===== src/rtl/count_seg_display.sv =====
// count_seg_display
// Converts two 7-bit binary counts to BCD with a shared-schedule double-dabble
// converter and time-multiplexes the four resulting digits onto one
// 7-segment output.
//
// Build option: define LEADING_ZERO_BLANK_EN to store a zero tens digit
// (non-dash) as the blank code instead of "0".
//
// Digit registers hold a 4-bit code (0..9 digit, DASH, BLANK); segment
// patterns are decoded only on scan edges.
module count_seg_display #(
    parameter int SCAN_DIV = 1000
) (
    input  logic       clk,
    input  logic       rst_n,
    input  logic [6:0] cnt_a,
    input  logic [6:0] cnt_b,
    output logic [6:0] seg,
    output logic [3:0] an,
    output logic       upd
);

    typedef enum logic [1:0] {
        IDLE  = 2'd0,
        SHIFT = 2'd1,
        LOAD  = 2'd2
    } state_t;

    localparam logic [3:0] CODE_DASH  = 4'hA;
    localparam logic [3:0] CODE_BLANK = 4'hB;
    localparam int         DIV_W      = (SCAN_DIV > 1) ? $clog2(SCAN_DIV) : 1;
    localparam logic [DIV_W-1:0] DIV_LAST = DIV_W'(SCAN_DIV - 1);

    // Double-dabble correction: add 3 to every BCD nibble that is 5 or more.
    function automatic logic [11:0] dd_adj(input logic [11:0] v);
        logic [11:0] r;
        r = v;
        if (v[3:0] >= 4'd5) begin
            r[3:0] = v[3:0] + 4'd3;
        end
        if (v[7:4] >= 4'd5) begin
            r[7:4] = v[7:4] + 4'd3;
        end
        if (v[11:8] >= 4'd5) begin
            r[11:8] = v[11:8] + 4'd3;
        end
        return r;
    endfunction

    // Digit code to active-high segment pattern (seg[0]=a ... seg[6]=g).
    function automatic logic [6:0] seg_dec(input logic [3:0] code);
        logic [6:0] s;
        case (code)
            4'd0:       s = 7'h3F;
            4'd1:       s = 7'h06;
            4'd2:       s = 7'h5B;
            4'd3:       s = 7'h4F;
            4'd4:       s = 7'h66;
            4'd5:       s = 7'h6D;
            4'd6:       s = 7'h7D;
            4'd7:       s = 7'h07;
            4'd8:       s = 7'h7F;
            4'd9:       s = 7'h6F;
            CODE_DASH:  s = 7'h40;
            CODE_BLANK: s = 7'h00;
            default:    s = 7'h00;
        endcase
        return s;
    endfunction

    state_t           state_r;
    state_t           state_s;
    logic [2:0]       bit_cnt_r;
    logic [6:0]       cap_a_r;
    logic [6:0]       cap_b_r;
    logic [11:0]      acc_a_r;
    logic [11:0]      acc_b_r;
    logic [11:0]      adj_a_s;
    logic [11:0]      adj_b_s;
    logic [3:0]       dig_r [4];
    logic [3:0]       ones_a_s;
    logic [3:0]       tens_a_s;
    logic [3:0]       ones_b_s;
    logic [3:0]       tens_b_s;
    logic [DIV_W-1:0] div_r;
    logic [1:0]       idx_r;
    logic [1:0]       idx_next_s;
    logic             blank_en_s;

`ifdef LEADING_ZERO_BLANK_EN
    assign blank_en_s = 1'b1;
`else
    assign blank_en_s = 1'b0;
`endif

    // Converter next-state logic.
    always_comb begin
        state_s = state_r;
        case (state_r)
            IDLE:    state_s = SHIFT;
            SHIFT: begin
                if (bit_cnt_r == 3'd6) begin
                    state_s = LOAD;
                end else begin
                    state_s = SHIFT;
                end
            end
            LOAD:    state_s = IDLE;
            default: state_s = IDLE;
        endcase
    end

    // Per-channel add-3 correction and final digit codes; a non-zero
    // hundreds nibble means the channel is above 99 and shows dashes.
    always_comb begin
        adj_a_s  = dd_adj(acc_a_r);
        adj_b_s  = dd_adj(acc_b_r);
        ones_a_s = acc_a_r[3:0];
        tens_a_s = acc_a_r[7:4];
        ones_b_s = acc_b_r[3:0];
        tens_b_s = acc_b_r[7:4];
        if (acc_a_r[11:8] != 4'd0) begin
            ones_a_s = CODE_DASH;
            tens_a_s = CODE_DASH;
        end else if (blank_en_s && (acc_a_r[7:4] == 4'd0)) begin
            tens_a_s = CODE_BLANK;
        end else begin
            tens_a_s = acc_a_r[7:4];
        end
        if (acc_b_r[11:8] != 4'd0) begin
            ones_b_s = CODE_DASH;
            tens_b_s = CODE_DASH;
        end else if (blank_en_s && (acc_b_r[7:4] == 4'd0)) begin
            tens_b_s = CODE_BLANK;
        end else begin
            tens_b_s = acc_b_r[7:4];
        end
    end

    // Converter state register and datapath: capture, shift, load.
    always_ff @(posedge clk or negedge rst_n) begin
        if (!rst_n) begin
            state_r   <= IDLE;
            bit_cnt_r <= 3'd0;
            cap_a_r   <= 7'd0;
            cap_b_r   <= 7'd0;
            acc_a_r   <= 12'd0;
            acc_b_r   <= 12'd0;
            dig_r[0]  <= 4'd0;
            dig_r[1]  <= 4'd0;
            dig_r[2]  <= 4'd0;
            dig_r[3]  <= 4'd0;
            upd       <= 1'b0;
        end else begin
            state_r <= state_s;
            upd     <= (state_r == LOAD);
            case (state_r)
                IDLE: begin
                    cap_a_r   <= cnt_a;
                    cap_b_r   <= cnt_b;
                    acc_a_r   <= 12'd0;
                    acc_b_r   <= 12'd0;
                    bit_cnt_r <= 3'd0;
                end
                SHIFT: begin
                    acc_a_r   <= {adj_a_s[10:0], cap_a_r[6]};
                    acc_b_r   <= {adj_b_s[10:0], cap_b_r[6]};
                    cap_a_r   <= {cap_a_r[5:0], 1'b0};
                    cap_b_r   <= {cap_b_r[5:0], 1'b0};
                    bit_cnt_r <= bit_cnt_r + 3'd1;
                end
                LOAD: begin
                    dig_r[0] <= ones_a_s;
                    dig_r[1] <= tens_a_s;
                    dig_r[2] <= ones_b_s;
                    dig_r[3] <= tens_b_s;
                end
                default: begin
                    bit_cnt_r <= 3'd0;
                end
            endcase
        end
    end

    assign idx_next_s = idx_r + 2'd1;

    // Scan divider and digit multiplexer; an and seg move together on the
    // divider terminal count and read digit registers as they were before
    // this edge.
    always_ff @(posedge clk or negedge rst_n) begin
        if (!rst_n) begin
            div_r <= '0;
            idx_r <= 2'd0;
            an    <= 4'b0001;
            seg   <= 7'h3F;
        end else if (div_r == DIV_LAST) begin
            div_r <= '0;
            idx_r <= idx_next_s;
            an    <= 4'b0001 << idx_next_s;
            seg   <= seg_dec(dig_r[idx_next_s]);
        end else begin
            div_r <= div_r + DIV_W'(1);
        end
    end

endmodule


===== config.mk =====
export PLATFORM = sky130hd
export DESIGN_NAME = count_seg_display
export DESIGN_NICKNAME = d
export VERILOG_FILES = /design/src/rtl/count_seg_display.sv
export SDC_FILE = /design/constraint.sdc
export NUM_CORES = 1
export LEC_CHECK = 0
export BUFFER_PORTS_ARGS = -buffer_cell sky130_fd_sc_hd__buf_2
export CORE_AREA = 5 5 109 111
export CTS_CLUSTER_SIZE = 8
export DETAILED_ROUTE_END_ITERATION = 8
export DIE_AREA = 0 0 114 116
export PLACE_DENSITY = 0.6
export SLEW_MARGIN = 20
export SYNTH_ARGS = -nofsm -noshare
export SYNTH_HDL_FRONTEND = slang
export SYNTH_SLANG_ARGS = --single-unit

===== constraint.sdc =====
create_clock -name clk -period 2.62 [get_ports clk]
set_input_delay 0.524 -clock clk [delete_from_list [all_inputs] [get_ports clk]]
set_output_delay 0.524 -clock clk [all_outputs]
set_load 0.02 [all_outputs]

==> impl_summary.log, run 1 <==
[metrics] most area-consuming cells after synthesis: dfrtp_1 (46%), ha_1 (8.1%), o21ai_0 (5.0%)
[metrics] number of antenna diodes: 0
[metrics] FP Rows: 38
[metrics] number of antenna violations at the first check in global routing: 0
[metrics] timing endpoint of the critical path: seg[0]
[metrics] Chip Height: roughly 120 µm
[metrics] Flop pwr share: 50.9%
[metrics] sequential fraction of the synthesis area: 50.03%
[metrics] clock tree from TritonCTS: done
[metrics] Ys Warns: 0
[metrics] Max Cap Viol: 0
[metrics] reg2reg path depth: 8
[metrics] Synth Net Count: 438
[metrics] TritonCTS sink count: 83
[metrics] fraction of layout cells with a size suffix above 1: 16.86%
[metrics] Synth Cell Area: ~4200 µm²
[metrics] cell type of the slowest stage on the worst timing path: mux4_2
[metrics] worst slew margin relative to its limit: 47.21%
[metrics] IO Pins: 28
[metrics] worst min-delay path class: input pin to asynchronous set/reset pin
[metrics] number of search-and-repair iterations in the first detailed-routing pass: 4
[metrics] count of vias placed by the detailed router: about 2,800
[metrics] RD Place Congestion: 0.7904
[metrics] maximum number of pins on one net before global-route repair: 65
[metrics] routed vias/inst: between 4 and 5
[metrics] Crit path largest cell delay: 400 ps
[metrics] layout-stage area growth over the synthesis result: 12.36%
[metrics] Core Area: around 11,000 µm²
[metrics] clock share of power: 37.7%
[metrics] slack of the worst reg-to-reg path: 400 ps
[metrics] Setup Fix Bufs, Post-CTS: 0
[metrics] Post-DP HPWL: 5370 µm
[metrics] maximum clock rate: 0.4496 GHz
[metrics] CP Capture Type: flop
[metrics] number of instances in the synthesized netlist: just under 400
[metrics] fill cell count: 1,036
[metrics] Starting DRT DRC Count: 121
[metrics] post-route cell area: 4684 µm²
[metrics] Logic pwr share: 11.4%
[metrics] Period Utilization, post-route: roughly 85%
[metrics] leakage component of the power: 0.002191 µW
[metrics] Synth area leader: dfrtp_1
[metrics] number of levels the H-tree was split into: 3
[metrics] number of buffers inserted during clock tree synthesis: 9
[metrics] maximum buffer depth of the clock tree: 2
[metrics] WP data arrival: approximately 2500 ps
[metrics] total power of the final layout: 2803 µW
[metrics] initial core utilization: 38.97%
[metrics] final antenna-violating net count: 0
[metrics] slew of the pin with the lowest slew margin: about 790 ps
[metrics] critical path startpoint: idx_r[1]
[metrics] CP startpoint kind: flop
[metrics] post-synthesis async set-or-reset flop share: 100.0%
[metrics] clock skew: 12.36 ps
[metrics] number of enable flip-flop cells after synthesis: 0
[metrics] worst path cell trace: inv_1, ha_1, mux4_2, inv_1, ha_1, mux2i_1, mux2_1, mux2_2
[metrics] wire length of the first global-routing pass: 13,630 µm
[metrics] via count of the first global-routing pass: 2,865
[metrics] final count of hold timing violations: 0
[metrics] maximum vdd drop: 0.3273 mV
[metrics] net switching power: ~690 µW
[metrics] final number of setup-violating endpoints: 0
[metrics] clock latency reported for the late side of the worst-skew pair: between 300 and 400 ps
[metrics] Sw Ratio: 24.59%
[metrics] data required time of the critical path: 2900 ps
[metrics] final setup TNS: 0 ps
[metrics] Max Slew Vio Count: 0
[metrics] post-cts sizing count: 0
[metrics] hold-fix buffers at CTS: 0
[metrics] class of the most critical setup path: flop to flop
[metrics] total placed instance area: 4449 µm²
[metrics] drc violations: 0
[metrics] internal power component: between 2000 and 2500 µW
[metrics] outcome: finished clean
[metrics] net total in the final layout: approximately 470
[metrics] Clk Tree Root Cell: clkbuf_8
[metrics] FF-to-FF End: seg[0]
[metrics] Port Buf Inserts: 27
[metrics] overall track demand over capacity in global routing: between 10% and 20%
[metrics] post-detailed-route wirelength per cell: around 14 µm
[metrics] origin of the critical flop-to-flop path: idx_r[1]
[metrics] Die Span X: between 100 and 150 µm
[metrics] final wirelength: 7733 µm
[metrics] Die Footprint: about 13,000 µm²
[metrics] biggest fanout along the worst timing path: 7
[metrics] Syn Area/Cell: roughly 11 µm²
[metrics] dominant register cell in the synthesized netlist: dfrtp_1
[metrics] number of unique standard cell types used by synthesis: 39
[metrics] pwr dens: approximately 600 nW/µm²
[metrics] unrepaired setup endpoints after global routing: false
[metrics] residual overflow from global routing: 0
[metrics] Yosys reg bits: 83
[metrics] portion of synthesized cell area occupied by the leading cell type: a little under half
[metrics] clock slew at reported path FFs: 90 ps
[metrics] post-layout min period: approximately 2200 ps
## how the worst min path moves through the flow
stage | startpoint | end | slack [ps] | cells after the start
2_1_floorplan | rst_n | acc_a_r[0] | 230 | 0
3_5_place_dp | div_r[0] | div_r[0] | 450 | 1
4_1_cts | rst_n | seg[6] | 280 | 1
3_3_place_gp | div_r[0] | div_r[0] | 450 | 1
5_1_grt | rst_n | an[1] | 310 | 1
6_report | rst_n | seg[6] | 250 | 1
## kinds of logic (layout without fill, tap and decap cells)
| group | Yosys count | after routing | synth area share [%] |
|---|---|---|---|
| xor+xnor | 17 | 17 | 3.571 |
| compound gates | 90 | 90 | 13.39 |
| simple gates | 107 | 107 | 11.67 |
| mux | 33 | 33 | 9.484 |
| fa+ha+maj | 27 | 27 | 8.103 |
| buf+inv | 38 | 70 | 3.752 |
| flops | 83 | 83 | 50.03 |
## cell usage in the layout (no fill, tap or decap), types with 2 or more instances in the layout
| cell type | netlist | routed |
|---|---|---|
| or3_1 | 3 | 3 |
| nand2_1 | 48 | 48 |
| dfrtp_1 | 76 | 76 |
| nand3_1 | 10 | 10 |
| nor2b_1 | 2 | 2 |
| ha_1 | 27 | 27 |
| bufinv_16 | 0 | 2 |
| nor3_1 | 4 | 4 |
| mux2i_1 | 17 | 17 |
| o22a_1 | 4 | 4 |
| a21oi_1 | 15 | 15 |
| buf_2 | 2 | 26 |
| o2bb2ai_1 | 3 | 3 |
| o31ai_1 | 3 | 3 |
| nor2_1 | 25 | 25 |
| buf_4 | 1 | 7 |
| xor2_1 | 5 | 5 |
| and3_1 | 2 | 2 |
| clkinvlp_4 | 0 | 2 |
| mux4_2 | 4 | 4 |
| dfstp_2 | 7 | 7 |
| o21ai_0 | 42 | 42 |
| a22o_1 | 17 | 17 |
| inv_1 | 21 | 21 |
| mux2_2 | 11 | 11 |
| xnor2_1 | 12 | 12 |
| clkbuf_8 | 0 | 11 |
| nand2b_1 | 9 | 9 |
## critical path, delay by kind of cell (launching register included)
kind / cells / cell delay (ps)
mux: 4 / 1020
fa+ha+maj: 2 / 540
flops: 1 / 380
buf+inv: 2 / 220
## power groups by stage
stage,registers [µW],logic (µW),clock network (µW)
3_3_place_gp,1450,310,0
5_1_grt,1440,373,1150
3_5_place_dp,1450,319,0
6_report,1430,319,1060
2_1_floorplan,1430,240,0
4_1_cts,1430,322,1090
## final cells by class
type	instances	area, µm²	area share [%]
Clock buffer	11	151.4	3.232
Clock inverter	5	83.83	1.790
Inverter	21	78.83	1.683
Multi-Input combinational cell	274	1927	41.13
Sequential cell	83	2086	44.52
Tap cell	140	175.2	3.739
Timing Repair Buffer	33	182.7	3.900
## synthesized netlist by cell type (4+ instances only)
cell type,count
nand2_1,48
xor2_1,5
nand3_1,10
dfrtp_1,76
dfstp_2,7
mux4_2,4
inv_1,21
nand2b_1,9
mux2i_1,17
mux2_2,11
o21ai_0,42
nor3_1,4
a21oi_1,15
xnor2_1,12
ha_1,27
a22o_1,17
o22a_1,4
clkbuf_1,12
nor2_1,25
## sequential cells by signal, summed over array words and instances, names as in the netlist
| name | count |
|---|---|
| dig_r | 16 |
| acc_a_r | 12 |
| acc_b_r | 12 |
| div_r | 10 |
| cap_a_r | 7 |
| cap_b_r | 7 |
| seg | 7 |
| an | 4 |
| bit_cnt_r | 3 |
| idx_r | 2 |
| state_r | 2 |
| upd | 1 |
## metrics by stage
stage / instances / util (%) / hold slack (ps) / setup WS (ps)
6_report: 567 / 43.79 / 247.7 / 395.8
5_1_grt: 567 / 43.79 / 307.5 / 226.3
4_1_cts: 567 / 43.79 / 278.3 / 385.6
3_5_place_dp: 551 / 41.59 / 449.5 / 391.8
3_3_place_gp: 551 / 41.59 / 446.0 / 496.2
2_1_floorplan: 395 / - / 228.4 / 398.4
## metal layers
layer	up-vias	GRT usage (%)	part of all wire [%]
met5	-	0	0
met4	0	3.088	0.76
met3	5	3.812	4.2
met2	48	21.43	48
met1	1356	16.27	47
li1	1413	-	-
Power figures use the tool's default switching activity.
==> run 2, diff against run 1 <==
--- a/config.mk
+++ b/config.mk
@@ -5,11 +5,12 @@
 export SDC_FILE = /design/constraint.sdc
 export NUM_CORES = 1
 export LEC_CHECK = 0
+export ABC_AREA = 1
 export BUFFER_PORTS_ARGS = -buffer_cell sky130_fd_sc_hd__buf_2
-export CORE_AREA = 5 5 109 111
+export CORE_AREA = 5 5 110 112
 export CTS_CLUSTER_SIZE = 8
 export DETAILED_ROUTE_END_ITERATION = 8
-export DIE_AREA = 0 0 114 116
+export DIE_AREA = 0 0 115 117
 export PLACE_DENSITY = 0.6
 export SLEW_MARGIN = 20
 export SYNTH_ARGS = -nofsm -noshare
==> constraint.sdc (replaced) <==
create_clock -name clk -period 2.1 [get_ports clk]
set_input_delay 0.42 -clock clk [delete_from_list [all_inputs] [get_ports clk]]
set_output_delay 0.42 -clock clk [all_outputs]
set_load 0.02 [all_outputs]
==> impl_summary.log, run 2 <==
[metrics] number of unique standard cell types used by synthesis: 38 (was 39)
[metrics] clock tree from TritonCTS: done (unchanged)
[metrics] residual overflow from global routing: 0 (unchanged)
[metrics] number of search-and-repair iterations in the first detailed-routing pass: 5 (was 4)
[metrics] Synth Net Count: 524 (was 438)
[metrics] post-layout min period: 1955 ps (was 2224 ps)
[metrics] Most flops, register: dig_r (unchanged)
[metrics] final number of setup-violating endpoints: 0 (unchanged)
[metrics] net total in the final layout: 558 (was 465)
[metrics] portion of synthesized cell area occupied by the leading cell type: 44.61% (was 45.62%)
[metrics] unrepaired setup endpoints after global routing: false (unchanged)
[metrics] fraction of layout cells with a size suffix above 1: 18.85% (was 16.86%)
[metrics] post-detailed-route wirelength per cell: 12.46 µm (was 13.64 µm)
[metrics] CP startpoint kind: flop (unchanged)
[metrics] maximum buffer depth of the clock tree: 2 (unchanged)
[metrics] class of the most critical setup path: flop to flop (unchanged)
[metrics] slew of the pin with the lowest slew margin: 368.4 ps (was 791.9 ps)
[metrics] data required time of the critical path: 2370 ps (was 2900 ps)
[metrics] Setup Fix Bufs, Post-CTS: 0 (unchanged)
[metrics] maximum vdd drop: 0.5304 mV (was 0.3273 mV)
[metrics] via count of the first global-routing pass: 3,220 (was 2,865)
[metrics] wire length of the first global-routing pass: 14,600 µm (was 13,630 µm)
[metrics] TritonCTS sink count: 83 (unchanged)
[metrics] final setup TNS: 0 ps (unchanged)
[metrics] Die Span X: 115 µm (was 114 µm)
[metrics] final wirelength: 8259 µm (was 7733 µm)
[metrics] Syn Area/Cell: 8.862 µm² (was 10.55 µm²)
[metrics] post-synthesis async set-or-reset flop share: 100.0% (unchanged)
[metrics] Starting DRT DRC Count: 278 (was 121)
[metrics] number of antenna diodes: 0 (unchanged)
[metrics] Post-DP HPWL: 5764 µm (was 5370 µm)
[metrics] Max Cap Viol: 0 (unchanged)
[metrics] Core Area: 11,130 µm² (was 10,700 µm²)
[metrics] Max Slew Vio Count: 0 (unchanged)
[metrics] Synth Cell Area: 4263 µm² (was 4169 µm²)
[metrics] Yosys reg bits: 83 (unchanged)
[metrics] leakage component of the power: 0.002353 µW (was 0.002191 µW)
[metrics] clock latency reported for the late side of the worst-skew pair: 340 ps (was 350 ps)
[metrics] number of buffers inserted during clock tree synthesis: 9 (unchanged)
[metrics] Port Buf Inserts: 27 (unchanged)
[metrics] outcome: finished clean (unchanged)
[metrics] Period Utilization, post-route: 93.07% (was 84.89%)
[metrics] layout-stage area growth over the synthesis result: 14.88% (was 12.36%)
[metrics] WP data arrival: 2220 ps (was 2510 ps)
[metrics] Clk Tree Root Cell: clkbuf_16 (was clkbuf_8)
[metrics] number of antenna violations at the first check in global routing: 0 (unchanged)
[metrics] Sequential Area: 2087 µm² (was 2086 µm²)
[metrics] FP Rows: 39 (was 38)
[metrics] sequential fraction of the synthesis area: 48.93% (was 50.03%)
[metrics] biggest fanout along the worst timing path: 10 (was 7)
[metrics] number of enable flip-flop cells after synthesis: 0 (unchanged)
[metrics] maximum number of pins on one net before global-route repair: 68 (was 65)
[metrics] setup ws final: 145.4 ps (was 395.8 ps)
[metrics] initial core utilization: 38.32% (was 38.97%)
[metrics] overall track demand over capacity in global routing: 13.43% (was 12.76%)
[metrics] commonest non-fill, non-tap cells in the layout: nand2_1 (98), dfrtp_1 (75), o21ai_0 (51) (was dfrtp_1 (76), nand2_1 (48), o21ai_0 (42))
[metrics] pwr dens: 792.9 nW/µm² (was 598.3 nW/µm²)
[metrics] count of vias placed by the detailed router: 3,255 (was 2,822)
[metrics] worst slew margin relative to its limit: 75.41% (was 47.21%)
[metrics] CP Capture Type: flop (unchanged)
[metrics] routed vias/inst: 4.910 (was 4.977)
[metrics] total area of multi-input combinational cells: 1913 µm² (was 1927 µm²)
[metrics] fill cell count: 1,110 (was 1,036)
[metrics] Synth area leader: dfrtp_1 (unchanged)
[metrics] clock slew at reported path FFs: 60 ps (was 90 ps)
[metrics] IO Pins: 28 (unchanged)
[metrics] worst min-delay path class: input pin to flop (was input pin to asynchronous set/reset pin)
[metrics] RD Place Congestion: 0.8164 (was 0.7904)
[metrics] clock skew: 7.204 ps (was 12.36 ps)
[metrics] dominant register cell in the synthesized netlist: dfrtp_1 (unchanged)
[metrics] final antenna-violating net count: 0 (unchanged)
[metrics] Chip Height: 117 µm (was 116 µm)
[metrics] top post-synthesis cells by count: nand2_1 (99), dfrtp_1 (76), o21ai_0 (51) (was dfrtp_1 (76), nand2_1 (48), o21ai_0 (42))
[metrics] number of instances in the synthesized netlist: 481 (was 395)
[metrics] post-placement worst setup slack: 80.76 ps (was 391.8 ps)
[metrics] drc violations: 0 (unchanged)
[metrics] number of levels the H-tree was split into: 3 (unchanged)
[metrics] Die Footprint: 13,460 µm² (was 13,220 µm²)
[metrics] Ys Warns: 0 (unchanged)
[metrics] most area-consuming cells after synthesis: dfrtp_1 (45%), nand2_1 (8.7%), ha_1 (7.9%) (was dfrtp_1 (46%), ha_1 (8.1%), o21ai_0 (5.0%))
[metrics] final count of hold timing violations: 0 (unchanged)
[metrics] count leader, synth: nand2_1 (was dfrtp_1)
[metrics] leading cell type in the layout, fill and taps excluded: nand2_1 (was dfrtp_1)
[metrics] maximum clock rate: 0.5116 GHz (was 0.4496 GHz)
[metrics] max reg flops: 16 (unchanged)
[metrics] Regs by FF count: dig_r: 16 flops, acc_a_r: 12 flops, acc_b_r: 12 flops (unchanged)
[run 2: worst paths after layout]
check | startpoint | endpoint | slack [ps] | depth (start not counted)
max in group asynchronous | rst_n | idx_r[0] | 1000 | 3
worst min register to register | seg[0] | seg[0] | 460 | 2
worst max register to register | idx_r[0] | seg[3] | 150 | 13
worst max-delay path | idx_r[0] | seg[3] | 150 | 13
min in group asynchronous | rst_n | div_r[6] | 490 | 2
worst min-delay path | cnt_b[0] | cap_b_r[0] | 300 | 3
[run 2: worst max-delay path, stage by stage, from the launching register on]
cell and delay (ps):
dfrtp_2 440, inv_8 100, ha_4 230, inv_4 100
a21oi_1 60, a32oi_2 220, inv_2 90, ha_1 300
nand3_1 100, nand2_1 60, nand2_1 50, nand2_1 40
nand2_1 50, nand2_1 40
[run 2: cell type report]
class                   instances  area share [%]
flip-flops and latches         83           42.62
multi-input cells             333           39.06
clock buffers                  11           4.957
repair buffers                 35           4.343
inverters                      53           4.292
well taps                     143           3.654
clock inverters                 5           1.073
[run 2: kinds of logic (layout without fill, tap and decap cells)]
group	after synthesis	in the layout	synth area share, %
buf+inv	65	104	6.721
xor+xnor	9	9	1.849
fa+ha+maj	27	27	7.925
compound gates	101	101	12.65
simple gates	196	196	21.93
flops	83	83	48.93
[run 2: routing by layer]
| layer | part of all wire [%] | up-vias | global-route usage [%] |
|---|---|---|---|
| li1 | - | 1642 | - |
| met1 | 47 | 1542 | 17.11 |
| met2 | 47 | 66 | 22.45 |
| met3 | 5.3 | 5 | 4.267 |
| met4 | 0.56 | 0 | 3.130 |
| met5 | 0 | - | 0 |
[run 2: repair_timing]
| action | CTS | global route |
|---|---|---|
| setup endpoints to repair | 0 | 5 |
| hold buffers | 1 | 0 |
| resized for setup | 0 | 6 |
| endpoints found under the hold margin | 9 | 0 |
[run 2: per-stage QoR]
| stage | area (µm²) | instances | util [%] | hold slack (ps) | power, µW |
|---|---|---|---|---|---|
| CTS | 4883 | 663 | 43.89 | 286.9 | 3927 |
| detailed placement | 4578 | 646 | 41.15 | 301.8 | 2342 |
| global route | 4897 | 663 | 44.02 | 292.2 | 4115 |
| finish | 4897 | 663 | 44.02 | 296.2 | 3883 |
| global placement | 4578 | 646 | 41.15 | 300.4 | 2326 |
| floorplan | 4275 | 481 | - | 124.4 | 2177 |
[run 2: power by group]
group / total (µW) / internal (µW) / switching [µW]
Sequential: 1780 / 1710 / 70.7
Clock: 1560 / 947 / 610
Combinational: 542 / 219 / 323
==> run 3, diff against run 2 <==
--- a/config.mk
+++ b/config.mk
@@ -6,7 +6,7 @@
 export NUM_CORES = 1
 export LEC_CHECK = 0
 export ABC_AREA = 1
-export BUFFER_PORTS_ARGS = -buffer_cell sky130_fd_sc_hd__buf_2
+export BUFFER_PORTS_ARGS = -buffer_cell sky130_fd_sc_hd__clkbuf_2
 export CORE_AREA = 5 5 110 112
 export CTS_CLUSTER_SIZE = 8
 export DETAILED_ROUTE_END_ITERATION = 8
==> impl_summary.log, run 3 (synthesis results as in run 2) <==
[metrics] outcome: finished clean (unchanged)
[metrics] routed vias/inst: 4.910 (about the same)
[metrics] met3 layer wire length in the routed design: 398 µm (was 438 µm)
[metrics] cell with the most instances on the worst path: nand2_1 (unchanged)
[metrics] sum of met2 wire segment lengths after detailed routing: 3808 µm (was 3862 µm)
[metrics] Post-DP HPWL: 5896 µm (was 5764 µm)
[metrics] Chip Height: 117 µm (unchanged)
[metrics] maximum clock rate: 0.5163 GHz (was 0.5116 GHz)
[metrics] final number of setup-violating endpoints: 0 (unchanged)
[metrics] drc violations: 0 (unchanged)
[metrics] FP Rows: 39 (unchanged)
[metrics] count of vias placed by the detailed router: 3,275 (was 3,255)
[metrics] layout-stage area growth over the synthesis result: 14.97% (was 14.88%)
[metrics] fraction of layout cells with a size suffix above 1: 19.08% (was 18.85%)
[metrics] Most flops, register: dig_r (unchanged)
[metrics] post-route worst hold slack: 48.44 ps (was 296.2 ps)
[metrics] WP data arrival: 2210 ps (was 2220 ps)
[metrics] pwr dens: 777.2 nW/µm² (was 792.9 nW/µm²)
[metrics] post-layout min period: 1937 ps (was 1955 ps)
[metrics] final antenna-violating net count: 0 (unchanged)
[metrics] overall track demand over capacity in global routing: 13.47% (was 13.43%)
[metrics] max reg flops: 16 (unchanged)
[metrics] Starting DRT DRC Count: 121 (was 278)
[metrics] leakage component of the power: 0.002353 µW (about the same)
[metrics] CP Capture Type: flop (unchanged)
[metrics] maximum buffer depth of the clock tree: 2 (unchanged)
[metrics] Regs by FF count: dig_r: 16 flops, acc_a_r: 12 flops, acc_b_r: 12 flops (unchanged)
[metrics] final wirelength: 8194 µm (was 8259 µm)
[metrics] Clk Tree Root Cell: clkbuf_16 (unchanged)
[metrics] via count of the first global-routing pass: 3,315 (was 3,220)
[metrics] number of levels the H-tree was split into: 3 (unchanged)
[metrics] initial core utilization: 38.32% (unchanged)
[metrics] TritonCTS sink count: 83 (unchanged)
[metrics] number of antenna diodes: 0 (unchanged)
[metrics] clock slew at reported path FFs: 60 ps (about the same)
[metrics] maximum number of pins on one net before global-route repair: 40 (was 68)
[metrics] net total in the final layout: 562 (was 558)
[metrics] clock latency reported for the late side of the worst-skew pair: 340 ps (about the same)
[metrics] commonest non-fill, non-tap cells in the layout: nand2_1 (99), dfrtp_1 (75), o21ai_0 (51) (was nand2_1 (98), dfrtp_1 (75), o21ai_0 (51))
[metrics] worst path cell trace: inv_2, ha_4, inv_4, a32oi_1, inv_1, ha_1, nand3_1, nand2_1, nand2_1, nand2_1, nand2_1, nand2_1 (was inv_8, ha_4, inv_4, a21oi_1, a32oi_2, inv_2, ha_1, nand3_1, nand2_1, nand2_1, nand2_1, nand2_1, nand2_1)
[metrics] RD Place Congestion: 0.8408 (was 0.8164)
[metrics] Max Cap Viol: 0 (unchanged)
[metrics] Period Utilization, post-route: 92.24% (was 93.07%)
[metrics] data required time of the critical path: 2380 ps (was 2370 ps)
[metrics] slew of the pin with the lowest slew margin: 507.3 ps (was 368.4 ps)
[metrics] maximum vdd drop: 0.4924 mV (was 0.5304 mV)
[metrics] number of antenna violations at the first check in global routing: 0 (unchanged)
[metrics] residual overflow from global routing: 0 (unchanged)
[metrics] class of the most critical setup path: flop to flop (unchanged)
[metrics] final count of hold timing violations: 0 (unchanged)
[metrics] CP startpoint kind: flop (unchanged)
[metrics] IO Pins: 28 (unchanged)
[metrics] routed length on met1: 3810 µm (was 3912 µm)
[metrics] Max Slew Vio Count: 0 (unchanged)
[metrics] Crit path largest cell delay: 410 ps (was 440 ps)
[metrics] cell type of the slowest stage on the worst timing path: dfrtp_1 (was dfrtp_2)
[metrics] number of search-and-repair iterations in the first detailed-routing pass: 4 (was 5)
[metrics] Die Span X: 115 µm (unchanged)
[metrics] Die Footprint: 13,460 µm² (unchanged)
[metrics] wire length of the first global-routing pass: 14,690 µm (was 14,600 µm)
[metrics] Core Area: 11,130 µm² (unchanged)
[metrics] biggest fanout along the worst timing path: 6 (was 10)
[metrics] clock tree from TritonCTS: done (unchanged)
[metrics] final setup TNS: 0 ps (unchanged)
[metrics] number of buffers inserted during clock tree synthesis: 9 (unchanged)
[metrics] worst min-delay path class: input pin to asynchronous set/reset pin (was input pin to flop)
[metrics] worst slew margin relative to its limit: 66.18% (was 75.41%)
[metrics] uppermost layer routed: met4 (unchanged)
[metrics] post-detailed-route wirelength per cell: 12.28 µm (was 12.46 µm)
[metrics] clock skew: 5.232 ps (was 7.204 ps)
[metrics] Port Buf Inserts: 27 (unchanged)
[metrics] total power of the final layout: 3809 µW (was 3883 µW)
[metrics] leading cell type in the layout, fill and taps excluded: nand2_1 (unchanged)
-- run 3: cell count changes in the layout (fill, tap and decap cells not counted), sizes merged --
cell,change
buf,-21
bufinv,-1
clkbuf,+27
clkinv,-1
clkinvlp,+1
dlygate4sd3,-1
-- run 3: worst paths after layout --
check / from / to / slack, ps / depth (start not counted)
max in group asynchronous: rst_n / seg[0] / 1410 / 2
min in group clk: cnt_b[0] / cap_b_r[0] / 290 / 3
worst min-delay path: rst_n / div_r[7] / 50 / 1
worst max-delay path: idx_r[1] / seg[3] / 160 / 12
worst max register to register: idx_r[1] / seg[3] / 160 / 12
worst min register to register: seg[2] / seg[2] / 460 / 2
-- run 3: layout make-up --
class / count / area, µm²
Fill cell: 1101 / 6225
Sequential cell: 83 / 2087
Multi-Input combinational cell: 333 / 1903
Clock buffer: 12 / 256.5
Timing Repair Buffer: 39 / 240.2
Inverter: 53 / 210.2
Tap cell: 143 / 178.9
Clock inverter: 4 / 25.02
-- run 3: where the power goes --
| group | internal (µW) | switching, µW | total [µW] |
|---|---|---|---|
| Combinational | 224 | 329 | 553 |
| Sequential | 1710 | 71.5 | 1790 |
| Clock | 861 | 610 | 1470 |
| Total | 2800 | 1010 | 3810 |
-- run 3: metal layers --
metal | up-vias | global-route usage (%)
li1 | 1654 | -
met1 | 1536 | 16.63
met2 | 69 | 22.26
met3 | 16 | 4.113
met4 | 0 | 5.164
met5 | - | 0
-- run 3: critical path, delay by kind of cell (launching register included) --
family / cells / cell delay, ps
AOI/OAI and AO/OA: 1 / 230
adders and majority gates: 2 / 600
buffers and inverters: 3 / 260
DFF: 1 / 410
and+or+nand+nor: 6 / 370
-- run 3: timing repair --
item                                    4_1_cts  5_1_grt
buffers inserted                              0        3
hold buffers                                  0        0
endpoints found under the setup margin        0        5
gates resized for setup                       0        3
-- run 3: stage by stage --
stage | utilization (%) | instance area, µm² | setup slack (ps) | cells
after floorplan | - | 4275 | 65.51 | 481
after global placement | 41.28 | 4593 | 106.2 | 648
after detailed placement | 41.28 | 4593 | 72.51 | 648
after CTS | 43.81 | 4875 | 53.43 | 664
after global routing | 44.05 | 4901 | -16.14 | 667
final | 44.05 | 4901 | 163.0 | 667
